### src/rtl/fpnew_result_reorder.sv
// In-order completion buffer for FP opgroup results.
// Slot IDs go out as FPU tags; results commit strictly in issue order.
module fpnew_result_reorder #(
  parameter int unsigned Width = 32,
  parameter int unsigned Depth = 4,
  localparam int unsigned IdWidth = $clog2(Depth)
) (
  input  logic               clk_i,
  input  logic               rst_i,
  input  logic               flush_i,
  input  logic               issue_valid_i,
  output logic               issue_ready_o,
  output logic [IdWidth-1:0] issue_id_o,
  input  logic               res_valid_i,
  output logic               res_ready_o,
  input  logic [IdWidth-1:0] res_id_i,
  input  logic [Width-1:0]   res_result_i,
  input  logic [4:0]         res_status_i,
  input  logic               res_ext_bit_i,
  output logic               out_valid_o,
  input  logic               out_ready_i,
  output logic [Width-1:0]   out_result_o,
  output logic [4:0]         out_status_o,
  output logic               out_ext_bit_o,
  output logic               busy_o,
  output logic               error_o
);

  localparam logic [IdWidth:0] Full = (IdWidth+1)'(Depth);

  logic [Depth-1:0]   alloc_q, alloc_d;
  logic [Depth-1:0]   done_q, done_d;
  logic [Width-1:0]   result_q [Depth];
  logic [4:0]         status_q [Depth];
  logic [Depth-1:0]   ext_q;
  logic [IdWidth-1:0] head_q, tail_q;
  logic [IdWidth:0]   count_q;
  logic               error_q;

  logic issue_fire;
  logic commit;
  logic write_ok;
  logic write_fire;

  assign issue_ready_o = (count_q < Full);
  assign issue_id_o    = tail_q;
  assign res_ready_o   = 1'b1;
  assign out_valid_o   = done_q[head_q];
  assign out_result_o  = result_q[head_q];
  assign out_status_o  = status_q[head_q];
  assign out_ext_bit_o = ext_q[head_q];
  assign busy_o        = (count_q != '0);
  assign error_o       = error_q;

  assign issue_fire = issue_valid_i && issue_ready_o;
  assign commit     = out_valid_o && out_ready_i;
  assign write_ok   = alloc_q[res_id_i] && !done_q[res_id_i];
  assign write_fire = res_valid_i && write_ok;

  // A slot being issued this cycle is not yet allocated, so a
  // same-cycle result for it falls through write_ok as illegal.
  always_comb begin
    alloc_d = alloc_q;
    done_d  = done_q;
    if (commit) begin
      alloc_d[head_q] = 1'b0;
      done_d[head_q]  = 1'b0;
    end
    if (issue_fire) begin
      alloc_d[tail_q] = 1'b1;
      done_d[tail_q]  = 1'b0;
    end
    if (write_fire) begin
      done_d[res_id_i] = 1'b1;
    end
  end

  always_ff @(posedge clk_i) begin
    if (rst_i || flush_i) begin
      alloc_q <= '0;
      done_q  <= '0;
      head_q  <= '0;
      tail_q  <= '0;
      count_q <= '0;
      error_q <= 1'b0;
    end else begin
      alloc_q <= alloc_d;
      done_q  <= done_d;
      error_q <= res_valid_i && !write_ok;
      if (issue_fire) begin
        tail_q <= tail_q + 1'b1;
      end
      if (commit) begin
        head_q <= head_q + 1'b1;
      end
      unique case ({issue_fire, commit})
        2'b10:   count_q <= count_q + 1'b1;
        2'b01:   count_q <= count_q - 1'b1;
        default: count_q <= count_q;
      endcase
    end
  end

  always_ff @(posedge clk_i) begin
    if (rst_i) begin
      for (int i = 0; i < Depth; i++) begin
        result_q[i] <= '0;
        status_q[i] <= '0;
      end
      ext_q <= '0;
    end else if (!flush_i && write_fire) begin
      result_q[res_id_i] <= res_result_i;
      status_q[res_id_i] <= res_status_i;
      ext_q[res_id_i]    <= res_ext_bit_i;
    end
  end

endmodule

### config.mk
export PLATFORM = sky130hd
export DESIGN_NAME = fpnew_result_reorder
export DESIGN_NICKNAME = d
export VERILOG_FILES = /design/src/rtl/fpnew_result_reorder.sv
export SDC_FILE = /design/constraint.sdc
export NUM_CORES = 1
export LEC_CHECK = 0
export BUFFER_PORTS_ARGS = -buffer_cell sky130_fd_sc_hd__clkbuf_2
export CORE_ASPECT_RATIO = 1.1
export CORE_UTILIZATION = 35
export CTS_BUF_LIST = sky130_fd_sc_hd__clkbuf_16
export DETAILED_ROUTE_END_ITERATION = 12
export GPL_TIMING_DRIVEN = 0
export PLACE_DENSITY = 0.6
export SYNTH_ARGS = -nofsm -noshare
export SYNTH_HDL_FRONTEND = slang
export SYNTH_SLANG_ARGS = --single-unit
export TNS_END_PERCENT = 30
### constraint.sdc
create_clock -name clk_i -period 4.51 [get_ports clk_i]
set_clock_uncertainty 0.05 [all_clocks]
set_input_delay 0.6765 -clock clk_i [delete_from_list [all_inputs] [get_ports clk_i]]
set_output_delay 0.6765 -clock clk_i [all_outputs]
set_load 0.01 [all_outputs]
==> flow_summary.yaml, run 1 <==
timing:
  slew_headroom_pct: 18.9
  worstMarginPinSlew_ns: 1.20
  fin_tns_setup_ns: 0
  period_minus_slack_ns: 3.17
  max_clock_freq_ghz: 0.316
  final.period_utilization_pct: 70.2
  slew_viol_final: 0
  hold_violations: 0
  timing.final.ws_setup_ns: 1.34
  setup_violations: 0
  rsz0062_at_grt: "false"
synthesis:
  ys.warnings.count: 0
  syn_inst: 509
  yosys_most_used_dff: "edfxtp_1"
  synth_edf_count: 148
  synth_area_mm2: 0.00770
  synth_seq_cells: 170
  synth_nets: 565
  yosysUniqueCellTypes: 41
  async_flop_share_pct: 0
  syn_area_per_cell_um2: 15.1
  synth_seq_area_share_pct: 63.4
  yosysTopAreaCell: "edfxtp_1"
  yosys-top-cells-area: "edfxtp_1, mux4_2, and3_1"
  yosysTopAreaCellShare_pct: 57.7
setup_path:
  end_kind: "output port"
  crit_path_start_kind: "flop"
  r2r_slack_ns: 1.45
  r2r-end: "result_q[0][26]"
  reg2reg_depth: 3
  critPathKind: "flop to output port"
  required_ns: 3.78
  r2r_start: "done_q[0]"
  arrival_ns: 2.44
  worstPathMaxFanout: 10
floorplanning:
  die_y_um: 158
  ioPinCount: 91
  initial_utilization_pct: 35.9
  die_x_um: 143
  dieArea_mm2: 0.0226
  core_area_mm2: 0.0214
  placementRows: 56
layout:
  multi_input_area_mm2: 0.00259
  final_nets: 676
  fin_util_pct: 42.6
  drive_gt1_share_pct: 32.7
  area_growth_pct: 18.5
  fill_cells: 1992
  regArea_mm2: 0.00488
  layout_common_cells: "edfxtp_1, and3_1, clkbuf_2, mux4_2, clkbuf_1"
  final_common_cell: "edfxtp_1"
clock_network:
  ctsHoldBuffers: 0
  clk_pin_slew_worst_paths_ns: 0.06
  post_cts_resized: 0
  htreeDepth: 4
  numCtsBuffers: 17
  cts_root_buffer: "clkbuf_16"
  post_cts_buffers: 0
  cts_tree: "done"
  cts_num_sinks: 170
  insertion_delay_ns: 0.43
  cts_buffer_depth: 2
global_routing:
  grt_pass1_wl_um: 29600
  overflow: 0
  grt_pass1_vias: 5247
  grt_usage_pct: 18.3
  antenna_found_initial: 2
  grt_max_degree: 38
detailed_routing:
  drcViolationCount: 0
  drtIter0Drc: 335
  vias: 4912
  wl_met1_um: 7780
  wl_um: 19500
  met2_length_um: 10100
  wl_per_cell_um: 21.1
  drtAntennaViolNets: 0
  drtPass1Iterations: 4
  maxUsedRoutingLayer: "met5"
  via_per_inst: 5.32
  route.met3.wl_um: 1300
pwr:
  p_leak_uw: 0.00385
  p_per_area_mw_per_mm2: 358
  ir_drop_v: 0.000284
min_path:
  hp-class: "flop to flop"
  whs_endpoint: "alloc_q[3]"
  min_from: "alloc_q[3]"
  min_path_cells: 2
run_status:
  outcome: "completed"
placement:
  port_buffers: 89
  place_congestion: 0.776
  place_ws_ns: 1.09
  dpl.hpwl_um: 13000
flow_run:
  max_cap_viol_count: 0
## final cells by class
cell class	instances	area share (%)
clock buffers	19	5.21
repair buffers	92	5.62
plain buffers	46	2.25
inverters	9	0.370
diodes	1	0.0274
clock inverters	13	0.644
flip-flops and latches	170	53.5
well taps	290	3.98
multi-input cells	284	28.4
## through the flow
stage | hold slack, ns | std cells | area [µm²] | total power [µW]
finish | 0.418 | 924 | 9130 | 3270
global route | 0.466 | 923 | 9120 | 3360
CTS | 0.416 | 923 | 9120 | 3280
detailed placement | 0.407 | 891 | 8590 | 1970
global placement | 0.401 | 888 | 8510 | 1960
floorplan | 0.394 | 509 | 7700 | 1880
## critical path: stages (launching register included)
cell	delay (ns)
dfxtp_1	0.30
clkbuf_1	0.49
clkbuf_1	0.61
mux4_2	0.45
clkbuf_2	0.15
## flip-flops by register name (all words and copies together), names as in the netlist, named ones only
register / count
alloc_q: 4
count_q: 3
done_q: 4
error_o: 1
ext_q: 4
head_q: 2
issue_id_o: 2
result_q: 128
status_q: 20
## kinds of logic after synthesis
| group | share of synthesized area [%] |
|---|---|
| adders and majority gates | 1.72 |
| AOI/OAI and AO/OA | 2.32 |
| muxes | 12.5 |
| xor gates and xnor gates | 0.341 |
| other | 0.0487 |
| and+or+nand+nor | 16.5 |
| buffers and inverters | 3.10 |
| DFF | 63.4 |
## power breakdown
| part | total [µW] | internal [µW] | switching [µW] | leakage, µW |
|---|---|---|---|---|
| Combinational | 172 | 60.6 | 111 | 0.00186 |
| Sequential | 1770 | 1750 | 13.5 | 0.00171 |
| Clock | 1330 | 751 | 577 | 0.000283 |
## worst max-delay path by stage
| stage | start | to | slack (ns) |
|---|---|---|---|
| 3_5_place_dp | res_id_i[1] | status_q[0][1] | 1.09 |
| 6_report | flop | out_result_o[16] | 1.34 |
| 2_1_floorplan | flush_i | result_q[3][0] | 1.42 |
| 5_1_grt | flop | out_result_o[6] | 1.25 |
| 4_1_cts | flop | out_result_o[16] | 1.31 |
| 3_3_place_gp | res_id_i[0] | result_q[3][21] | -0.32 |
## layer usage
metal / GRT usage (%) / vias up
met3: 4.56 / 22
met2: 31.4 / 151
li1: - / 2205
met5: 0 / -
met1: 21.9 / 2532
met4: 7.35 / 2
## synth_stat cells, drive strengths merged, types with 4 or more instances
master and instances:
a21oi 6, and3 149, buf 11, clkbuf 35, dfxtp 22, edfxtp 148, ha 9, inv 9
mux2i 6, mux4 40, nand2 9, nand2b 4, nand3 8, nand3b 4, nand4b 4, nor2 7
nor2b 8
No activity file was read; power rests on OpenSTA's default activity.
==> inputs of run 2 (changes only) <==
- clock period: 4.51 -> 3 ns (I/O delays scaled with it)
==> run 2 against run 1 <==
  * Sequential share of layout area hardly changed
  * Die area stayed put
  * Utilization hardly changed
  * Critical path depth stayed put
  * Combinational power is 51% higher
  * Total power is 50% higher
  * Critical path type unchanged
  * Largest power group unchanged
  * Highest routed layer unchanged
==> flow_summary.yaml, run 2 (synthesized netlist as in run 1, its figures left out) <==
run_status:
  outcome: "completed"
layout:
  final_nets: 676
  regMostFlops: "result_q"
  layout_common_cells: "edfxtp_1, and3_1, clkbuf_2, mux4_2, clkbuf_1"
  largestRegisters: "result_q: 128 flops, status_q: 20 flops"
  final_common_cell: "edfxtp_1"
  area_growth_pct: 18.6
  final_area_mm2: 0.00913
  instances_no_fill: 924
  largest_register_ffs: 128
  drive_gt1_share_pct: 32.7
global_routing:
  grt_pass1_wl_um: 29600
  top_usage_layer: "met2"
  grt_use_met2_pct: 31.5
  grt_max_degree: 38
  grt_pass1_vias: 5256
  use_met1_pct: 21.8
  antenna_found_initial: 2
  use_met3_pct: 4.56
  grt_usage_pct: 18.3
  overflow: 0
detailed_routing:
  wl_per_cell_um: 21.2
  drtPass1Iterations: 6
  drtIter0Drc: 371
  wl_um: 19500
  vias: 4917
  drcViolationCount: 0
  via_per_inst: 5.32
  drtAntennaViolNets: 0
timing:
  final.period_utilization_pct: 97.9
  rsz0062_at_grt: "true"
  max_clock_freq_ghz: 0.341
  hold_violations: 0
  period_minus_slack_ns: 2.94
  slew_viol_final: 0
  setup_violations: 0
  worstMarginPinSlew_ns: 1.17
  slew_headroom_pct: 20.6
floorplanning:
  die_x_um: 143
  dieArea_mm2: 0.0226
  ioPinCount: 91
  placementRows: 56
  die_y_um: 158
  initial_utilization_pct: 35.9
  core_area_mm2: 0.0214
placement:
  placed_area_mm2: 0.00859
  place_congestion: 0.776
  place_inst: 891
  port_buffers: 89
  dpl.hpwl_um: 13000
setup_path:
  cp_num_buf_inv: 3
  arrival_ns: 2.44
  crit_path_start_kind: "flop"
  cp_slowest_cell: "buf_1"
  required_ns: 2.50
  worstPathCellList: "clkbuf_1, buf_1, mux4_2, clkbuf_2"
  worstPathMaxFanout: 10
  crit_family: "buffers and inverters"
  crit_path_max_incr_delay_ns: 0.62
  critPathKind: "flop to output port"
  end_kind: "output port"
min_path:
  hp-class: "input pin to flop"
clock_network:
  clk_pin_slew_worst_paths_ns: 0.06
  cts_root_buffer: "clkbuf_16"
  htreeDepth: 4
  post_cts_buffers: 0
  cts_buffer_depth: 2
  ctsHoldBuffers: 0
  cts_num_sinks: 170
  insertion_delay_ns: 0.42
  numCtsBuffers: 17
  cts_tree: "done"
flow_run:
  max_cap_viol_count: 0
pwr:
  p_per_area_mw_per_mm2: 538
  ir_drop_v: 0.000423
  p_leak_uw: 0.00385
-- run 2: cell count changes in the layout (fill, tap and decap cells not counted) --
cell / change
a21o_4: +1
a21o_2: -1
clkbuf_1: -1
buf_1: +1
-- run 2: what timing repair did --
item,CTS,global route
gates resized for setup,1,1
cloned,0,0
setup endpoints to repair,37,23
pin swaps,0,0
-- run 2: layout make-up --
class	instances	area [µm²]
Timing Repair Buffer	92	513
Buffer	46	205
Multi-Input combinational cell	284	2590
Clock buffer	19	475
Tap cell	290	363
Clock inverter	13	58.8
Antenna cell	1	2.50
Fill cell	1994	12300
Inverter	9	33.8
Sequential cell	170	4880
-- run 2: worst paths after layout --
path | start | endpoint | slack [ns] | cells past startpoint
max reg2reg | head_q[0] | count_q[2] | 0.26 | 9
min reg2reg | alloc_q[3] | alloc_q[3] | 0.42 | 2
max | flop | out_result_o[6] | 0.06 | 4
min | res_ext_bit_i | ext_q[2] | 0.28 | 3
-- run 2: tightest hold or removal path: cells and delay by family --
family | cells | cell delay, ns
buf+inv | 1 | 0.13
simple gates | 1 | 0.08
compound gates | 1 | 0.05
-- run 2: power breakdown --
part | leakage (µW) | switching, µW | internal, µW | total (µW)
registers | 0.00171 | 20.1 | 2630 | 2650
logic | 0.00187 | 168 | 91.7 | 260
clock network | 0.000283 | 871 | 1130 | 2000
total | 0.00385 | 1060 | 3860 | 4920
-- run 2: metrics by stage --
step | worst slack [ns] | TNS (ns) | utilization [%] | hold slack [ns] | power (µW)
2_1_floorplan | 0.140 | 0 | - | 0.394 | 2820
5_1_grt | -0.0372 | -0.467 | 42.6 | 0.274 | 5050
4_1_cts | 0.0227 | 0 | 42.6 | 0.261 | 4940
3_5_place_dp | -0.191 | -6.95 | 40.1 | 0.407 | 2970
6_report | 0.0633 | 0 | 42.6 | 0.283 | 4920
3_3_place_gp | -1.61 | -102.91 | 39.7 | 0.401 | 2950
-- run 2: layer usage --
layer,vias to the layer above,share of wire (%)
li1,2207,-
met1,2524,40
met2,158,52
met3,26,6.7
met4,2,2.0
met5,-,0.061
